===== config.mk =====
export PLATFORM = sky130hd
export DESIGN_NAME = counter_chain_ctrl
export DESIGN_NICKNAME = d
export VERILOG_FILES = /design/src/rtl/counter_chain_ctrl.sv
export SDC_FILE = /design/constraint.sdc
export NUM_CORES = 1
export LEC_CHECK = 0
export BUFFER_PORTS_ARGS = -buffer_cell sky130_fd_sc_hd__clkbuf_2
export CAP_MARGIN = 40
export CORE_UTILIZATION = 53
export DETAILED_ROUTE_END_ITERATION = 7
export PLACE_DENSITY = 0.78
export SYNTH_ARGS = -nofsm -noshare
export SYNTH_HDL_FRONTEND = slang
export SYNTH_SLANG_ARGS = --single-unit

===== constraint.sdc =====
create_clock -name CLK -period 2 [get_ports CLK]
set_input_delay 0.2 -clock CLK [delete_from_list [all_inputs] [get_ports CLK]]
set_output_delay 0.2 -clock CLK [all_outputs]
set_load 0.005 [all_outputs]

===== src/rtl/counter_chain_ctrl.sv =====
// counter_chain_ctrl: prescaled tick, start/stop/pause FSM and ripple-carry INC/CLR strobes for a
// chain of external 4-bit counter slices. Define COUNTER_CHAIN_SATURATE_EN to saturate at all-MAX.
module counter_chain_ctrl #(
  parameter int unsigned NUM_DIGITS = 4,
  parameter int unsigned TICK_DIV   = 100000,
  parameter int unsigned DIGIT_MAX  = 9
) (
  input  logic                    CLK,
  input  logic                    RST,
  input  logic                    START,
  input  logic                    STOP,
  input  logic                    CLEAR,
  input  logic [4*NUM_DIGITS-1:0] Q_BUS,
  output logic [NUM_DIGITS-1:0]   INC,
  output logic [NUM_DIGITS-1:0]   CLR,
  output logic                    TICK,
  output logic                    RUNNING,
  output logic                    OVERFLOW
);

  localparam int unsigned PW = $clog2(TICK_DIV);
  localparam logic [PW-1:0] PresLast = PW'(TICK_DIV - 1);
  localparam logic [3:0]    DigMax   = 4'(DIGIT_MAX);

`ifdef COUNTER_CHAIN_SATURATE_EN
  typedef enum logic [2:0] {StInit, StIdle, StRun, StPause, StSat} state_e;
`else
  typedef enum logic [2:0] {StInit, StIdle, StRun, StPause} state_e;
`endif

  state_e                state_q, state_d;
  logic [PW-1:0]         presc_q, presc_d;
  logic [NUM_DIGITS-1:0] inc_q, inc_d, clr_q, clr_d;
  logic                  tick_q, tick_d;
  logic                  ovf_q, ovf_d;

  logic [NUM_DIGITS:0]   carry;
  logic [NUM_DIGITS-1:0] dig_max, carry_inc, carry_clr;
  logic                  full;

  // Out-of-range digits compare unequal to MAX, so they get INC and stop the carry.
  always_comb begin
    carry    = '0;
    carry[0] = 1'b1;
    dig_max  = '0;
    for (int i = 0; i < NUM_DIGITS; i++) begin
      dig_max[i]   = (Q_BUS[4*i +: 4] == DigMax);
      carry[i+1]   = carry[i] & dig_max[i];
    end
  end

  assign carry_clr = carry[NUM_DIGITS-1:0] & dig_max;
  assign carry_inc = carry[NUM_DIGITS-1:0] & ~dig_max;
  assign full      = carry[NUM_DIGITS];

  always_comb begin
    state_d = state_q;
    presc_d = presc_q;
    inc_d   = '0;
    clr_d   = '0;
    tick_d  = 1'b0;
    ovf_d   = ovf_q;
    if (state_q == StInit) begin
      clr_d   = '1;
      state_d = StIdle;
    end else if (CLEAR) begin
      clr_d   = '1;
      presc_d = '0;
      ovf_d   = 1'b0;
      state_d = StIdle;
    end else begin
      unique case (state_q)
        StIdle, StPause: begin
          if (!STOP && START) state_d = StRun;
        end
        StRun: begin
          if (STOP) begin
            state_d = StPause;
          end else if (presc_q == PresLast) begin
            presc_d = '0;
            tick_d  = 1'b1;
`ifdef COUNTER_CHAIN_SATURATE_EN
            if (full) begin
              ovf_d   = 1'b1;
              state_d = StSat;
            end else begin
              inc_d = carry_inc;
              clr_d = carry_clr;
            end
`else
            inc_d = carry_inc;
            clr_d = carry_clr;
            if (full) ovf_d = 1'b1;
`endif
          end else begin
            presc_d = presc_q + 1'b1;
          end
        end
        default: ;
      endcase
    end
  end

  always_ff @(posedge CLK or posedge RST) begin
    if (RST) begin
      state_q <= StInit;
      presc_q <= '0;
      inc_q   <= '0;
      clr_q   <= '0;
      tick_q  <= 1'b0;
      ovf_q   <= 1'b0;
    end else begin
      state_q <= state_d;
      presc_q <= presc_d;
      inc_q   <= inc_d;
      clr_q   <= clr_d;
      tick_q  <= tick_d;
      ovf_q   <= ovf_d;
    end
  end

  assign INC      = inc_q;
  assign CLR      = clr_q;
  assign TICK     = tick_q;
  assign RUNNING  = (state_q == StRun);
  assign OVERFLOW = ovf_q;

endmodule


==> results.sh <==
export IMPL_outcome="finished, final reports clean"
export IMPL_cp_startpoint="presc_q[0]$_DFFE_PP0P_"
export IMPL_ys_flop_type="dfrtp_1"
export IMPL_timing_rr_end="presc_q[12]$_DFFE_PP0P_"
export IMPL_drc_errors=0
export IMPL_power_density_nw_per_um2=599
export IMPL_wire_per_inst_um=15.7
export IMPL_vias_per_cell=6.10
export IMPL_placed_cell_area_um2=1730
export IMPL_r2r_start="presc_q[0]$_DFFE_PP0P_"
export IMPL_fin_skew_ps=9.97
export IMPL_setup_tns_ps=0
export IMPL_worstPathArrival_ps=2170
export IMPL_max_freq_ghz=0.525
export IMPL_area_growth_pct=21.9
export IMPL_maxCapViolCount=0
export IMPL_initial_utilization=0.584
export IMPL_finalWorstSetupSlack_ps=96.6
export IMPL_clockBufferDepth=2
export IMPL_setup_viol=0
export IMPL_clockRootBuffer="clkbuf_4"
export IMPL_n_fill_cell=200
export IMPL_cell_internal_pwr_uw=837
export IMPL_synth_area_leaders="dfrtp_1 (48%), o21ai_0 (5.7%), a22oi_1 (3.5%), or3_1 (2.9%), xor2_1 (2.9%)"
export IMPL_row_count=18
export IMPL_synth_top_family_by_area="simple AND/OR/NAND/NOR gates"
export IMPL_syn_area_per_cell_um2=10.3
export IMPL_critPathLaunchType="flip-flop"
export IMPL_synthArstFlopShare=1.00
export IMPL_slew_headroom=0.712
export IMPL_synthAdderAreaFrac=0.00835
export IMPL_worstPathCellList="ha_2 -> and4_4 -> or4b_4 -> or3_1 -> a22oi_2"
export IMPL_cts_sinks=29
export IMPL_hold_viol_final=0
export IMPL_syn_nets=168
export IMPL_swShare=0.236
export IMPL_ys_seq_area_frac=0.484
export IMPL_worstSetupPathType="flip-flop to flip-flop"
export IMPL_timing_hold_ws_ps=163
export IMPL_htreeDepth=2
export IMPL_drtAntennaViolNets=0
export IMPL_clock_latency_ps=340
export IMPL_die_w_um=55.2
export IMPL_antenna_found_initial=0
export IMPL_synthesis_area_um2=1500
export IMPL_yosys_warnings=0
export IMPL_cpPeakStageDelay_ps=490
export IMPL_num_vias=1343
export IMPL_end_kind="flip-flop"
export IMPL_critPathRequiredTime_ps=2270
export IMPL_io_buffer_count=31
export IMPL_power_share_clock=0.371
export IMPL_synth_cells=146
export IMPL_yosys_area_share_simple=0.272
export IMPL_yosysMostFrequentCell="dfrtp_1"
export IMPL_p_seq_frac=0.546
export IMPL_core_area_um2=2570
export IMPL_worstPathMaxFanout=6
export IMPL_worstRegToRegCells=5
export IMPL_layout_drive_gt1_share=0.326
export IMPL_n_antenna_cell=0
export IMPL_grt_pass1_wl_um=5620
export IMPL_synth_area_mux_share=0
export IMPL_die_h_um=55.2
export IMPL_design_area_um2=1830
export IMPL_die_area_um2=3040
export IMPL_firstDrtPassIters=4
export IMPL_ys_ff_latch=29
export IMPL_leakage_nw=0.840
export IMPL_grt_usage=0.273
export IMPL_ys_types=42
export IMPL_gp_congestion=0.800
export IMPL_synth_edf_count=0
export IMPL_drt_iter0_drc=37
export IMPL_rsz0062_at_grt="no"
export IMPL_yosys_area_top_type="dfrtp_1"
export IMPL_synth_xor_area_share=0.0351
export IMPL_dp_worst_setup_slack_ps=124
export IMPL_cts_tree="built"
export IMPL_yosysTopAreaCellShare=0.484
export IMPL_cts_inserted_buffers=5
export IMPL_power_frac_comb=0.084
export IMPL_synthTopCellsByCount="dfrtp_1 (29), o21ai_0 (17), a22oi_1 (7), inv_1 (7), or3_1 (7)"
export IMPL_crit_end="presc_q[12]$_DFFE_PP0P_"
export IMPL_worst_ir_drop_vdd_uv=554
export IMPL_boundaryPins=32
export IMPL_dp_hpwl_um=2480
export IMPL_tightestPinTransition_ps=426
export IMPL_switchingPower_uw=258
export IMPL_period_minus_slack_ps=1900
export IMPL_slew_viol_final=0
export IMPL_grt_pass1_vias=1339
export IMPL_period_share=0.952
export IMPL_synth_compound_area_share=0.164
export IMPL_hold_class="input pin to flip-flop"
export IMPL_drt_total_wl_um=3460
export IMPL_reg2reg_slack_ps=100
export IMPL_cp_slowest_cell="or4b_4"
export IMPL_path_clk_slew_ps=90
export IMPL_postCtsSetupBuffers=0
export IMPL_nNetsFinal=211
export IMPL_overflow=0
export IMPL_grt_start_max_net_pins=30
metrics by stage:
| stage | utilization | cells | total power [mW] |
|---|---|---|---|
| 5_1_grt | 0.712 | 220 | 1.14 |
| 2_1_floorplan | - | 146 | 0.652 |
| 4_1_cts | 0.706 | 219 | 1.10 |
| 6_report | 0.712 | 220 | 1.09 |
| 3_5_place_dp | 0.674 | 210 | 0.696 |
| 3_3_place_gp | 0.674 | 210 | 0.693 |
state kept, by name, indices dropped and copies added, names as in the netlist:
name and flops:
CLR 4, INC 4, OVERFLOW 1, state_q 2, TICK 1, presc_q 17
kinds of logic after synthesis:
kind of cell	Yosys count
simple gates	58
compound gates	39
flops	29
buf+inv	13
xor+xnor	6
fa+ha+maj	1
how the worst min path moves through the flow:
stage               start                endpoint  slack [ps]  cells past startpoint
floorplan             RST        CLR[0]$_DFF_PP0_         280                      1
global placement      RST        CLR[0]$_DFF_PP0_         260                      3
detailed placement    RST        CLR[2]$_DFF_PP0_         280                      3
CTS                 CLEAR  state_q[1]$_DFFE_PP0P_         150                      2
global route        START  state_q[0]$_DFFE_PP0P_         150                      3
finish              START  state_q[0]$_DFFE_PP0P_         160                      3
per-layer routing:
metal / global-route usage / up-vias / part of all wire
met5: 0 / - / 0
met4: 0.146 / 0 / 0.022
met1: 0.307 / 654 / 0.41
met3: 0.0847 / 10 / 0.053
met2: 0.458 / 44 / 0.51
li1: - / 635 / -
cell type report:
class	instances	area [um2]	share of cell area
clock inverter	1	5.00	0.00274
tap	30	37.5	0.0205
timing repair buffer	42	240	0.132
sequential	29	726	0.397
inverter	7	26.3	0.0144
clock buffer	7	65.1	0.0356
multi-input combinational	104	727	0.398
critical path: cells and delay by family, from the launching register on:
family / cells / cell delay (ps)
flops: 1 / 390
compound gates: 1 / 150
fa+ha+maj: 1 / 210
simple gates: 3 / 1100
placed cells by master (no fill, tap or decap), drive strengths merged, types with 2 or more instances in the layout:
master  count
o21bai      2
nor4        3
o31ai       2
nor3        3
or2         3
nor4bb      3
and3        2
nor2        6
inv         7
nand4       5
nand2       6
clkbuf     38
a21oi       6
a22oi       8
dfrtp      29
o21ai      17
or3         7
or4         4
nor4b       2
xor2        5
nand3       5
nand2b      2
nand4b      2
buf        10
power groups by stage:
stage	clock, mW	sequential, mW	combinational (mW)
floorplan	0	0.609	0.0432
global placement	0	0.609	0.0846
detailed placement	0	0.609	0.0873
CTS	0.415	0.597	0.0891
global route	0.443	0.599	0.103
finish	0.406	0.597	0.0914
what timing repair did:
item,in CTS,in global routing
hold buffers,1,0
endpoints found under the hold margin,29,0
endpoints found under the setup margin,0,1
resized for setup,0,2
Note: power is estimated with default switching activity, not from simulation.
